==> config.mk <==
export PLATFORM = sky130hd
export DESIGN_NAME = bw_io_dtl_txseq
export DESIGN_NICKNAME = d
export VERILOG_FILES = /design/src/rtl/bw_io_dtl_pkg.sv /design/src/rtl/bw_io_dtl_txhold.sv /design/src/rtl/bw_io_dtl_txseq.sv
export SDC_FILE = /design/constraint.sdc
export NUM_CORES = 1
export LEC_CHECK = 0
export BUFFER_PORTS_ARGS = -buffer_cell sky130_fd_sc_hd__buf_2
export CAP_MARGIN = 0
export CELL_PAD_IN_SITES_DETAIL_PLACEMENT = 1
export CELL_PAD_IN_SITES_GLOBAL_PLACEMENT = 1
export CORE_ASPECT_RATIO = 1.5
export CORE_MARGIN = 2
export CORE_UTILIZATION = 45
export CTS_CLUSTER_DIAMETER = 60
export DETAILED_ROUTE_END_ITERATION = 6
export MAX_ROUTING_LAYER = met4
export PLACE_DENSITY = 0.85
export SYNTH_ARGS = -nofsm -noshare
export SYNTH_HDL_FRONTEND = slang
export SYNTH_HIERARCHICAL = 1
export SYNTH_SLANG_ARGS = --single-unit
export TNS_END_PERCENT = 1
==> constraint.sdc <==
create_clock -name clk -period 2.8 [get_ports clk]
set_clock_uncertainty 0.2 [all_clocks]
set_input_delay 0.14 -clock clk [delete_from_list [all_inputs] [get_ports clk]]
set_output_delay 0.14 -clock clk [all_outputs]
set_load 0.05 [all_outputs]
==> src/rtl/bw_io_dtl_pkg.sv <==
// Shared types and pad levels for the DTL transmit sequencer.
package bw_io_dtl_pkg;

  typedef enum logic [2:0] {
    ST_IDLE,
    ST_START,
    ST_DATA,
    ST_PAR,
    ST_TURN
  } txseq_state_e;

  localparam logic DATA_IDLE_LVL  = 1'b1;
  localparam logic DATA_START_LVL = 1'b0;

endpackage

==> src/rtl/bw_io_dtl_txhold.sv <==
// One-entry hold buffer between the core handshake and the transmit shifter.
module bw_io_dtl_txhold
  import bw_io_dtl_pkg::*;
#(
  parameter int WIDTH = 8
) (
  input  logic             clk,
  input  logic             reset,
  input  logic             se,
  input  logic [WIDTH-1:0] wr_data,
  input  logic             wr_valid,
  input  logic             rd_en,
  output logic [WIDTH-1:0] rd_data,
  output logic             full,
  output logic             ready
);

  logic             full_q, full_d;
  logic [WIDTH-1:0] data_q, data_d;

  assign ready   = ~full_q & ~se;
  assign full    = full_q;
  assign rd_data = data_q;

  // NOTE: every always_comb output gets a default first, so no path leaves it unassigned and no latch is inferred.
  always_comb begin
    full_d = full_q;
    data_d = data_q;
    if (wr_valid && ready) begin
      full_d = 1'b1;
      data_d = wr_data;
    end else if (rd_en) begin
      full_d = 1'b0;
    end
  end

  // NOTE: the data word is reset too; it is only one register, and a known value keeps the pad free of X after reset.
  always_ff @(posedge clk or posedge reset) begin
    if (reset) begin
      full_q <= 1'b0;
      data_q <= '0;
    end else begin
      full_q <= full_d;
      data_q <= data_d;
    end
  end

endmodule

==> src/rtl/bw_io_dtl_txseq.sv <==
// DTL transmit sequencer: frames buffered words LSB-first onto the pad data/oe flops.
// Optional even-parity bit per frame when BW_IO_DTL_TXSEQ_PARITY_EN is defined.
module bw_io_dtl_txseq
  import bw_io_dtl_pkg::*;
#(
  parameter int WIDTH = 8
) (
  input  logic             clk,
  input  logic             reset,
  input  logic             se,
  input  logic [WIDTH-1:0] tx_data,
  input  logic             tx_valid,
  output logic             tx_ready,
  output logic             data,
  output logic             oe,
  output logic             busy,
  output logic             frame_done
);

  localparam int IDX_W = (WIDTH > 1) ? $clog2(WIDTH) : 1;
  localparam logic [IDX_W-1:0] IDX_LAST = IDX_W'(WIDTH - 1);

  txseq_state_e     state_q, state_d;
  logic [IDX_W-1:0] idx_q, idx_d;
  logic [WIDTH-1:0] shift_q, shift_d;
  logic             data_q, data_d;
  logic             oe_q, oe_d;
  logic             frame_done_q, frame_done_d;

  logic             hold_full;
  logic [WIDTH-1:0] hold_data;
  logic             pop;
  logic             frame_end;

  bw_io_dtl_txhold #(.WIDTH(WIDTH)) u_hold (
    .clk      (clk),
    .reset    (reset),
    .se       (se),
    .wr_data  (tx_data),
    .wr_valid (tx_valid),
    .rd_en    (pop),
    .rd_data  (hold_data),
    .full     (hold_full),
    .ready    (tx_ready)
  );

  always_comb begin
    state_d      = state_q;
    idx_d        = idx_q;
    shift_d      = shift_q;
    data_d       = data_q;
    oe_d         = oe_q;
    frame_done_d = 1'b0;
    pop          = 1'b0;
    frame_end    = 1'b0;

    if (!se) begin
      unique case (state_q)
        ST_IDLE: begin
          if (hold_full) begin
            state_d = ST_START;
            shift_d = hold_data;
            pop     = 1'b1;
          end
        end
        ST_START: begin
          state_d = ST_DATA;
          idx_d   = '0;
        end
        ST_DATA: begin
          if (idx_q == IDX_LAST) begin
`ifdef BW_IO_DTL_TXSEQ_PARITY_EN
            state_d = ST_PAR;
`else
            frame_end = 1'b1;
`endif
          end else begin
            idx_d = idx_q + IDX_W'(1);
          end
        end
        ST_PAR:  frame_end = 1'b1;
        ST_TURN: state_d = ST_IDLE;
        default: state_d = ST_IDLE;
      endcase

      // A waiting word chains straight into its start bit with no turnaround.
      if (frame_end) begin
        if (hold_full) begin
          state_d = ST_START;
          shift_d = hold_data;
          pop     = 1'b1;
        end else begin
          state_d = ST_TURN;
        end
      end

      frame_done_d = frame_end;

      // Pad flops are loaded from the next state so they line up with it.
      unique case (state_d)
        ST_START: begin
          oe_d   = 1'b1;
          data_d = DATA_START_LVL;
        end
        ST_DATA: begin
          oe_d   = 1'b1;
          data_d = shift_d[idx_d];
        end
        ST_PAR: begin
          oe_d   = 1'b1;
          data_d = ^shift_d;
        end
        default: begin
          oe_d   = 1'b0;
          data_d = DATA_IDLE_LVL;
        end
      endcase
    end
  end

  // NOTE: sequential state uses non-blocking assignments so every flop samples the pre-edge values.
  always_ff @(posedge clk or posedge reset) begin
    if (reset) begin
      state_q      <= ST_IDLE;
      idx_q        <= '0;
      shift_q      <= '0;
      data_q       <= DATA_IDLE_LVL;
      oe_q         <= 1'b0;
      frame_done_q <= 1'b0;
    end else begin
      state_q      <= state_d;
      idx_q        <= idx_d;
      shift_q      <= shift_d;
      data_q       <= data_d;
      oe_q         <= oe_d;
      frame_done_q <= frame_done_d;
    end
  end

  assign data       = data_q;
  assign oe         = oe_q;
  assign frame_done = frame_done_q;
  assign busy       = (state_q != ST_IDLE) | hold_full;

endmodule

# Word level (Yosys, flattened, before mapping)
# Index checks and enable logic that the tools add are counted.
# Widths: inputs -> output; s select.
# op_classes
add_sub_neg	1
multipliers	0
div_mod_pow	0
order_cmp	1
eq_ne	7
shifts	0
n_mux	28
bitwise	4
n_reduce_logical	7
# op_table
cell	n
$mux 8	5
$mux 3	6
$eq 3x2->1 const B	4
$mux 1	12
$pmux 3 s3	1
$reduce_xor 8->1	1
$eq 3x1->1 const B	2
$pmux 3 s2	1
$lt 3x4->1 const B	1
$add 3x1->3 const B	1
$bmux 1 s3	1
$eq 3x3->1 const B	1
$logic_not 3->1	1
$pmux 1 s3	1
$reduce_bool 3->1	1
$reduce_or 3->1	1
$not 1->1	2
$pmux 1 s2	1
$reduce_bool 2->1	1
$reduce_or 2->1	1
$and 1x1->1	1
$logic_and 1x1->1	1
$or 1x1->1	1
# word_totals
reg_bits	26
latchBits	0
ram_bits	0
mem_bits_ro	0
in_bits	12
output_inout_bits	5
elab_cells	56
n_memories	0

# Logic depth before layout (Yosys ltp)
# Gate-level depths: netlist of run 1.
# logic_depth
word_depth	9
depth_mapped	8

# Modules after synthesis
# The synthesis of run 1 kept the hierarchy.
# by_module_without_submodules
module	n_inst	cells_per_inst	area_per_inst_um2
bw_io_dtl_txseq	1	111	1097.3
bw_io_dtl_txhold	1	22	354.1

# Least setup slack after synthesis of run 1
# OpenSTA, ideal clock, no wires.
# synth_path
kind	reg-to-reg
startpoint	reg idx_q[0]
endpoint	reg shift_q[0]
setup_ns	0.125
arrival_ns	1.724
required_time_ns	2.475
path_slack_ns	0.751
stages_incl_launch_ff	6
path_buffers	1
cell_sequence	dfrtp_1 > ha_1 > a21oi_2 > a2111oi_4 > buf_6 > mux2_4
# synth_via
elab_chain_len	6
# synth_rtl
item	line	source
start: declaration	bw_io_dtl_txseq.sv:24	logic [IDX_W-1:0] idx_q, idx_d;
start signal: assignment	bw_io_dtl_txseq.sv:132	idx_q <= idx_d;
$eq 3x3->1	bw_io_dtl_txseq.sv:71	if (idx_q == IDX_LAST) begin
$mux 1	bw_io_dtl_txseq.sv:71	
$pmux 1 s2	bw_io_dtl_txseq.sv:58	unique case (state_q)
$mux 1	bw_io_dtl_txseq.sv:57	if (!se) begin
$mux 8	bw_io_dtl_txseq.sv:87	if (frame_end) begin
$mux 8	bw_io_dtl_txseq.sv:57	
end signal: assignment	bw_io_dtl_txseq.sv:133	shift_q <= shift_d;
end: declaration	bw_io_dtl_txseq.sv:25	logic [WIDTH-1:0] shift_q, shift_d;
# Every way passes these cells. The select of a mux whose other input is x is not followed.
# A chain may end at the register's enable or synchronous reset.

# Final worst setup path of run 1
# layout_path
startpoint	reg idx_q[0]
endpoint	reg data_q, in the netlist data
# layout_via
elab_chain_len	9
# layout_rtl
item	line	source
$eq 3x3->1	bw_io_dtl_txseq.sv:71	
$mux 1	bw_io_dtl_txseq.sv:71	
$pmux 1 s2	bw_io_dtl_txseq.sv:58	
$mux 1	bw_io_dtl_txseq.sv:57	
$mux 8	bw_io_dtl_txseq.sv:87	
$mux 8	bw_io_dtl_txseq.sv:57	
$bmux 1 s3	bw_io_dtl_txseq.sv:107	data_d = shift_d[idx_d];
$mux 1 (not written as such)	bw_io_dtl_txseq.sv:107	
$pmux 1 s3 (*)	bw_io_dtl_txseq.sv:100	unique case (state_d)
end signal: assignment	bw_io_dtl_txseq.sv:134	data_q <= data_d;
end: declaration	bw_io_dtl_txseq.sv:26	logic data_q, data_d;
# Every way passes the cells marked *; elsewhere a longest branch is shown, timed or not. The select of a mux whose other input is x is not followed.

==> results of run 1 <==
Yosys cell counts (all sizes together):
cell     number  share of area
a211oi        1         0.0052
nor4b         2          0.012
a32oi         1         0.0060
dfstp         1          0.018
nand2b        4          0.017
a211o         1         0.0060
o211ai        2          0.014
o22ai         1         0.0043
nor3b         2          0.018
a2bb2oi       1         0.0060
or4           1         0.0052
clkbuf        2         0.0052
nor2          4          0.010
nand3b        1         0.0052
nor2b         2          0.010
nand3         8          0.028
dfrtp        25           0.43
a2111oi       1          0.019
o21ai        11          0.041
buf           5          0.022
or3           1         0.0043
mux2         18           0.16
a22o          1         0.0060
nor3          1         0.0034
o21a          1         0.0052
a21oi         9          0.034
nor4bb        1         0.0069
inv           5          0.013
nand2         8          0.021
a21boi        1         0.0052
and2          2         0.0086
o211a         1         0.0069
ha            1         0.0086
o21bai        1         0.0052
a21o          4          0.022
o31ai         2          0.010
sequential cells by signal, indices dropped and copies added, names as in the netlist:
register / count
data: 1
state_q: 3
frame_done: 1
idx_q: 3
oe: 1
u_hold/rd_data: 8
shift_q: 8
u_hold/full: 1
repair_timing:
item / 4_1_cts / 5_1_grt
hold buffers: 9 / 0
buffers inserted: 0 / 0
hold endpoints to repair: 33 / 0
resized for setup: 0 / 0
report_power, final:
| group | leakage (nW) | internal (mW) | switching (mW) |
|---|---|---|---|
| registers | 0.316 | 0.560 | 0.209 |
| logic | 0.428 | 0.469 | 0.524 |
| clock network | 0.0228 | 0.102 | 0.119 |
| total | 0.767 | 1.13 | 0.852 |
layout make-up:
type,instances,share of cell area
multi-input cells,95,0.438
flip-flops and latches,26,0.385
repair buffers,27,0.109
well taps,40,0.0296
clock buffers,4,0.0266
inverters,5,0.0111
worst max-delay path, cell delays in order (launching register included):
cell and delay, ps:
sky130_fd_sc_hd__dfrtp_1 480, sky130_fd_sc_hd__ha_1 360, sky130_fd_sc_hd__a21oi_2 140, sky130_fd_sc_hd__a2111oi_4 360, sky130_fd_sc_hd__buf_4 270, sky130_fd_sc_hd__a21o_1 160, sky130_fd_sc_hd__a21oi_1 60, sky130_fd_sc_hd__o21ai_0 90
sky130_fd_sc_hd__nand3_1 90
cells by family (layout without fill, tap and decap cells):
| group | after synthesis | in the layout | synth area share |
|---|---|---|---|
| buffers and inverters | 12 | 36 | 0.0397 |
| muxes | 18 | 18 | 0.158 |
| DFF | 26 | 26 | 0.449 |
| and+or+nand+nor | 37 | 37 | 0.150 |
| adders and majority gates | 1 | 1 | 0.00862 |
| AOI/OAI and AO/OA | 39 | 39 | 0.195 |
path summary, 6_finish.rpt:
kind                                        start           endpoint  slack, ps  depth (start not counted)
min in group asynchronous                   reset  u_hold/rd_data[0]        180                          3
worst min-delay path                           se         state_q[1]         50                          3
worst min register to register  u_hold/rd_data[2]         shift_q[2]        310                          1
worst max-delay path                     idx_q[0]               data        500                          8
worst max register to register           idx_q[0]               data        500                          8
max in group asynchronous                   reset           idx_q[2]       1630                          3
routing by layer:
layer,vias up,part of all wire,global-route usage
li1,533,-,-
met1,567,0.40,0.227
met2,14,0.56,0.390
met3,10,0.010,0.0224
met4,0,0.027,0.108
met5,-,0,-
stage by stage:
step	instance area (um^2)	utilization	instances	hold WS, ps	power [mW]
5_1_grt	1690	0.541	197	74.6	2.13
3_3_place_gp	1560	0.498	184	-78.1	1.69
2_1_floorplan	1450	-	133	-232	1.53
4_1_cts	1690	0.541	197	40.7	2.00
3_5_place_dp	1560	0.498	184	-65.0	1.76
6_report	1690	0.541	197	49.7	1.98
==> run_results.csv, run 1 <==
group,metric,value,unit
routing,antenna_violation_net_count_after_detailed_routing,0,
critical_path,worst-endpoint-required,2800,ps
outcome,outcome,"finished, final reports clean",
hold_path,hold_class,"input port to flop",
grt,initial_antenna_violation_count,0,
clocking,cts_root_buf,"sky130_fd_sc_hd__clkbuf_8",
sta,slew_headroom,0.532,
clocking,clock_tree.buffer_depth,2,
logic_synthesis,synth.distinct_cells,45,
sta,final.min_clock_period,2300,ps
clocking,cts-htree-levels,1,
grt,grt_overflow,0,
final_layout,flow.area_growth_from_synthesis,16.6,%
final_layout,area.sequential,652,um^2
final_layout,fillers,347,
floorplanning,floorplan.initialDensity,0.464,
grt,first_pass_grt_wire_length,5.86,mm
place,post-dp-hpwl,2.46,mm
critical_path,setup.worst_path.class,"flop to flop",
sta,finalSetupTns,0,ps
routing,detail_route.wirelength,3.39,mm
routing,drt_pre_antenna_iters,4,
logic_synthesis,net_count_of_the_mapped_netlist,146,
logic_synthesis,netlist_instances,133,
critical_path,worstPathMaxFanout,12,
sta,final.setup.worst_slack,505,ps
critical_path,worst_ep_arrival_time,2300,ps
sta,timing.final.setup_violations,0,
floorplanning,placement_rows,25,
sta,max_slew.worst_pin.slew,701,ps
routing,wl_per_cell,17.2,um
logic_synthesis,synth_area_per_cell,10.9,um^2
logic_synthesis,yosysWarningCount,6,
clocking,insertion_delay,270,ps
place,pre_cts_ws,522,ps
place,placement.io_buffers,16,
sta,timing.fmax,436,MHz
clocking,cts.clk_slew.worst_paths,90,ps
sta,finalMaxSlewViolations,0,
power_and_ir_drop,leakagePower,0.767,nW
grt,grt_max_degree,18,
final_layout,layout.nets,171,
power_and_ir_drop,power.density,1170,nW/um^2
routing,route.vias.total,1124,
final_layout,ant_cells,0,
final_layout,layout_commonest_cell,"sky130_fd_sc_hd__dfrtp_1",
floorplanning,dieHeight,73.6,um
floorplanning,top_level_ports,17,
sta,layout_worst_path_cycle_share,0.820,
place,routability_cong,0.807,
critical_path,worstSetupEndpointType,"flop",
logic_synthesis,synth_area,1450,um^2
run,timing.max_cap.violations,0,
logic_synthesis,sequential_area_share_after_synthesis,0.449,
clocking,cts_num_sinks,26,
critical_path,timing.critical_path.from_type,"flop",
floorplanning,horizontal_die_dimension,50.4,um
floorplanning,die_area,3700,um^2
routing,drt-initial-drc-count,24,
routing,post_drt_via_cell_ratio,5.71,
logic_synthesis,register_bit_count_reported_by_yosys,26,
power_and_ir_drop,vdd_ir_drop_max,0.000610,V
final_layout,multiInputGateArea,742,um^2
floorplanning,core_area,3130,um^2
grt,global_route.usage.total,0.214,
grt,first_global_vias,1275,
routing,drt_drc_violations_left,0,
sta,grt_setup_unrepaired,"false",
clocking,tritoncts_clock_tree,"done",
final_layout,mostFrequentLayoutCells,"25 x sky130_fd_sc_hd__dfrtp_1, 16 x sky130_fd_sc_hd__buf_2, 11 x sky130_fd_sc_hd__mux2_2, 9 x sky130_fd_sc_hd__o21ai_0, 9 x sky130_fd_sc_hd__dlygate4sd3_1",
sta,timing.final.hold_violations,0,
final_layout,share_of_layout_cells_above_drive_strength_1,0.299,
clocking,cts_inserted_buffers,3,
Note: power is estimated with default switching activity, not from simulation.
==> run 2: changes to the inputs <==
- clock period: 2.8 -> 2.14 ns (I/O delays scaled with it)
==> run 2 against run 1 <==
The flow now finishes with violations (negative hold slack). Combinational power grew 43%. Clock power increased by 87%. Count of clock-buffer cells in the layout is 1 lower. Non-clock buffer count up 7. Fmax increased by 11%. Sequential cell count stayed put. Critical path type unchanged. Critical endpoint is now shift_q[7].
==> run_results.csv, run 2 (synthesis results as in run 1) <==
group,metric,value,unit
outcome,outcome,"finished with violations",
outcome,violations,"negative hold slack",
routing,detail_route.wirelength,3.62,mm
final_layout,finish.utilization,0.567,
hold_path,timing.hold.worst_path_depth,3,
place,routability_cong,0.848,
place,numPlacedInstances,191,
sta,layout_worst_path_cycle_share,0.965,
power_and_ir_drop,power,2.81,mW
floorplanning,floorplan.initialDensity,0.464,
floorplanning,die_area,3700,um^2
clocking,postCtsSetupRepairBufs,0,
critical_path,worstSetupEndpointType,"flop",
place,post_detailed_placement_cell_area,1610,um^2
clocking,cts_inserted_buffers,3,
routing,antenna_violation_net_count_after_detailed_routing,0,
clocking,cts_root_buf,"sky130_fd_sc_hd__clkbuf_8",
grt,first_pass_grt_wire_length,6.14,mm
routing,drt_pre_antenna_iters,4,
final_layout,layout_commonest_cell,"sky130_fd_sc_hd__dfrtp_1",
final_layout,ant_cells,0,
power_and_ir_drop,leakagePower,0.815,nW
final_layout,flow.area_growth_from_synthesis,22.2,%
run,timing.max_cap.violations,0,
routing,drt-initial-drc-count,16,
sta,final.setup.worst_slack,73.9,ps
sta,timing.final.hold_violations,1,
final_layout,layoutNonFillerInstCount,204,
final_layout,mostFrequentLayoutCells,"24 x sky130_fd_sc_hd__dfrtp_1, 16 x sky130_fd_sc_hd__buf_2, 11 x sky130_fd_sc_hd__mux2_2",
sta,finalMaxSlewViolations,0,
sta,max_slew.worst_pin.slew,663,ps
floorplanning,dieHeight,73.6,um
sta,grt_setup_unrepaired,"false",
critical_path,setup.worst_path.class,"flop to flop",
sta,finalSetupTns,0,ps
floorplanning,horizontal_die_dimension,50.4,um
critical_path,worst-endpoint-required,2100,ps
sta,hold_ws,-2.36,ps
floorplanning,top_level_ports,17,
critical_path,worst_ep_arrival_time,2030,ps
final_layout,layout.nets,178,
routing,post_drt_via_cell_ratio,5.65,
routing,route.vias.total,1153,
grt,first_global_vias,1306,
clocking,cts_num_sinks,26,
clocking,cts.clk_slew.worst_paths,100,ps
critical_path,ff2ff_path_depth,5,
hold_path,hold_class,"input port to flop",
grt,initial_antenna_violation_count,0,
place,placement.io_buffers,16,
final_layout,share_of_layout_cells_above_drive_strength_1,0.341,
sta,timing.final.setup_violations,0,
power_and_ir_drop,vdd_ir_drop_max,0.000743,V
critical_path,timing.critical_path.from_type,"flop",
floorplanning,core_area,3130,um^2
grt,grt_overflow,0,
critical_path,worstPathMaxFanout,8,
grt,global_route.usage.total,0.231,
final_layout,design_area,1770,um^2
clocking,cts-htree-levels,1,
place,pre_cts_ws,94.7,ps
sta,final.min_clock_period,2070,ps
floorplanning,placement_rows,25,
grt,grt_max_degree,18,
routing,drt_drc_violations_left,0,
sta,slew_headroom,0.557,
sta,timing.fmax,484,MHz
clocking,tritoncts_clock_tree,"done",
power_and_ir_drop,power.density,1590,nW/um^2
clocking,clock_tree.buffer_depth,2,
routing,wl_per_cell,17.7,um
place,post-dp-hpwl,2.62,mm
clocking,insertion_delay,280,ps
## run 2: worst max-delay path, cell delays in order (launching register included)
cell	delay [ps]
sky130_fd_sc_hd__dfrtp_1	400
sky130_fd_sc_hd__ha_1	240
sky130_fd_sc_hd__a21oi_2	120
sky130_fd_sc_hd__a2111oi_4	400
sky130_fd_sc_hd__buf_4	270
sky130_fd_sc_hd__mux2_4	320
## run 2: path summary, 6_finish.rpt
path / slack (ps) / endpoint / startpoint
max: 70 / shift_q[7] / idx_q[1]
min: -2 / state_q[1] / se
max reg2reg: 70 / shift_q[7] / idx_q[1]
min reg2reg: 310 / oe / oe
max in group asynchronous: 1010 / state_q[1] / reset
min in group asynchronous: 140 / u_hold/rd_data[6] / reset
## run 2: cell type report
class	count	area (um^2)
Sequential cell	26	653
Tap cell	40	50.0
Clock buffer	3	41.3
Clock inverter	1	30.0
Fill cell	353	1360
Multi-Input combinational cell	95	742
Timing Repair Buffer	34	238
Inverter	5	18.8
## run 2: per-layer routing
layer	global-route usage	routed length [um]	share of wire	vias to the layer above
li1	-	-	-	546
met1	0.244	1360	0.38	578
met2	0.423	2070	0.57	19
met3	0.0305	83	0.023	10
met4	0.105	99	0.027	0
met5	-	0	0	-
## run 2: timing repair
item                                    in CTS  in global routing
hold endpoints to repair                    33                  0
hold buffers                                 9                  0
gates resized for setup                      0                  1
endpoints found under the setup margin       0                  1
## run 2: power breakdown
| part | switching (mW) | internal [mW] | leakage, nW | total, mW |
|---|---|---|---|---|
| combinational | 0.749 | 0.676 | 0.465 | 1.42 |
| clock | 0.163 | 0.251 | 0.0357 | 0.414 |
| sequential | 0.237 | 0.735 | 0.315 | 0.972 |
| total | 1.15 | 1.66 | 0.815 | 2.81 |
==> run 3: changes to the inputs <==
- CELL_PAD_IN_SITES_DETAIL_PLACEMENT: 1 -> default
- CELL_PAD_IN_SITES_GLOBAL_PLACEMENT: 1 -> default
- PLACE_DENSITY: 0.85 -> 0.71
==> run 3 against run 2 <==
Worst hold slack improved by 18 ps. Register-to-register slack improved by 96 ps. Combinational power barely moved. Clock power fell by 22%. Largest cell class unchanged. Die area did not move. Count of clock-buffer cells in the layout rose by 1. Routed wire length fell by 13%. Fmax rose by 2.6%. The flow now finishes without violations.
==> run_results.csv, run 3 (synthesis results as in run 1) <==
group,metric,value,unit
outcome,outcome,"finished, final reports clean",
sta,max_slew.worst_pin.slew,681,ps
critical_path,worstSetupEndpointType,"primary output",
run,timing.max_cap.violations,0,
routing,antenna_violation_net_count_after_detailed_routing,0,
final_layout,multiInputGateArea,751,um^2
clocking,cts_inserted_buffers,3,
routing,wl_per_cell,15.4,um
final_layout,fillers,286,
sta,timing.final.setup_violations,0,
power_and_ir_drop,power.density,1530,nW/um^2
critical_path,slowest_stage_cell_on_the_critical_path,"sky130_fd_sc_hd__dfrtp_1",
sta,finalMaxSlewViolations,0,
sta,timing.final.hold_violations,0,
final_layout,ant_cells,0,
grt,grt_max_degree,18,
clocking,insertion_delay,280,ps
sta,final.setup.worst_slack,126,ps
critical_path,critical-path-max-stage-delay,530,ps
clocking,cts.clk_slew.worst_paths,90,ps
sta,timing.fmax,497,MHz
final_layout,layout_commonest_cell,"sky130_fd_sc_hd__dfrtp_1",
floorplanning,placement_rows,25,
clocking,cts-htree-levels,1,
grt,first_global_vias,1200,
final_layout,share_of_layout_cells_above_drive_strength_1,0.348,
final_layout,layout.nets,178,
power_and_ir_drop,leakagePower,0.811,nW
routing,drt_drc_violations_left,0,
floorplanning,horizontal_die_dimension,50.4,um
power_and_ir_drop,vdd_ir_drop_max,0.000885,V
clocking,cts_root_buf,"sky130_fd_sc_hd__clkbuf_8",
place,post_detailed_placement_cell_area,1620,um^2
sta,layout_worst_path_cycle_share,0.941,
critical_path,worstPathMaxFanout,11,
grt,first_pass_grt_wire_length,5.62,mm
clocking,postCtsSetupRepairBufs,0,
hold_path,hold_class,"input port to flop",
final_layout,mostFrequentLayoutCells,"25 x sky130_fd_sc_hd__dfrtp_1, 16 x sky130_fd_sc_hd__buf_2, 11 x sky130_fd_sc_hd__mux2_2, 9 x sky130_fd_sc_hd__o21ai_0, 9 x sky130_fd_sc_hd__dlygate4sd3_1",
clocking,clock_tree.buffer_depth,2,
critical_path,worst_ep_arrival_time,1710,ps
place,routability_cong,0.919,
floorplanning,dieHeight,73.6,um
sta,finalSetupTns,0,ps
clocking,cts_num_sinks,26,
routing,detail_route.wirelength,3.15,mm
sta,hold_ws,15.8,ps
final_layout,finish.utilization,0.568,
critical_path,setup.worst_path.class,"flop to primary output",
routing,drt_pre_antenna_iters,4,
floorplanning,floorplan.initialDensity,0.464,
sta,final.min_clock_period,2010,ps
grt,grt_overflow,0,
place,placement.io_buffers,16,
grt,global_route.usage.total,0.208,
place,post-dp-hpwl,2.27,mm
critical_path,worstPathCellList,"buf_4 > or4_1 > buf_2",
routing,post_drt_via_cell_ratio,5.60,
critical_path,timing.critical_path.from_type,"flop",
grt,initial_antenna_violation_count,0,
critical_path,worst-endpoint-required,1830,ps
final_layout,design_area,1780,um^2
floorplanning,core_area,3130,um^2
floorplanning,top_level_ports,17,
final_layout,flow.area_growth_from_synthesis,22.4,%
place,pre_cts_ws,83.0,ps
clocking,tritoncts_clock_tree,"done",
routing,route.vias.total,1143,
routing,drt-initial-drc-count,29,
floorplanning,die_area,3700,um^2
sta,slew_headroom,0.546,
final_layout,area.sequential,652,um^2
## run 3: routing by layer
metal  vias to the layer above  GRT usage  wire length, um
li1                        552          -                -
met1                       561      0.238             1280
met2                        25      0.357             1710
met4                         0      0.105               65
met5                         -          -                0
met3                         5     0.0224               91
## run 3: worst paths after layout
check                                   from                end  slack [ps]  cells past startpoint
setup / recovery                  state_q[2]               busy         130                      3
hold / removal                            se         state_q[1]          20                      3
setup reg to reg                    idx_q[1]         shift_q[6]         170                      5
hold reg to reg            u_hold/rd_data[3]         shift_q[3]         310                      1
max in group asynchronous              reset           idx_q[2]        1020                      3
min in group asynchronous              reset  u_hold/rd_data[0]         130                      3
## run 3: critical path: cells and delay by family (launching register included)
family                 cells  cell delay (ps)
buffers and inverters      2              440
and+or+nand+nor            1              460
DFF                        1              530
## run 3: layout make-up
type | instances | area share
clock buffer | 4 | 0.0310
multi-input combinational | 95 | 0.423
timing repair buffer | 34 | 0.141
inverter | 5 | 0.0106
tap | 40 | 0.0282
sequential | 26 | 0.367
## run 3: power breakdown
| part | internal, mW | leakage, nW | switching (mW) | total, mW |
|---|---|---|---|---|
| Combinational | 0.704 | 0.466 | 0.735 | 1.44 |
| Clock | 0.165 | 0.0288 | 0.159 | 0.324 |
| Sequential | 0.734 | 0.316 | 0.214 | 0.947 |
## run 3: timing repair
action | 4_1_cts | 5_1_grt
resized for setup | 0 | 2
endpoints found under the setup margin | 0 | 8
endpoints found under the hold margin | 33 | 0
hold buffers | 9 | 0
## run 3: stage by stage
step | instances | total power [mW]
after global routing | 204 | 2.93
after global placement | 191 | 2.31
after floorplan | 133 | 2.00
after detailed placement | 191 | 2.37
final | 204 | 2.71
after CTS | 204 | 2.70
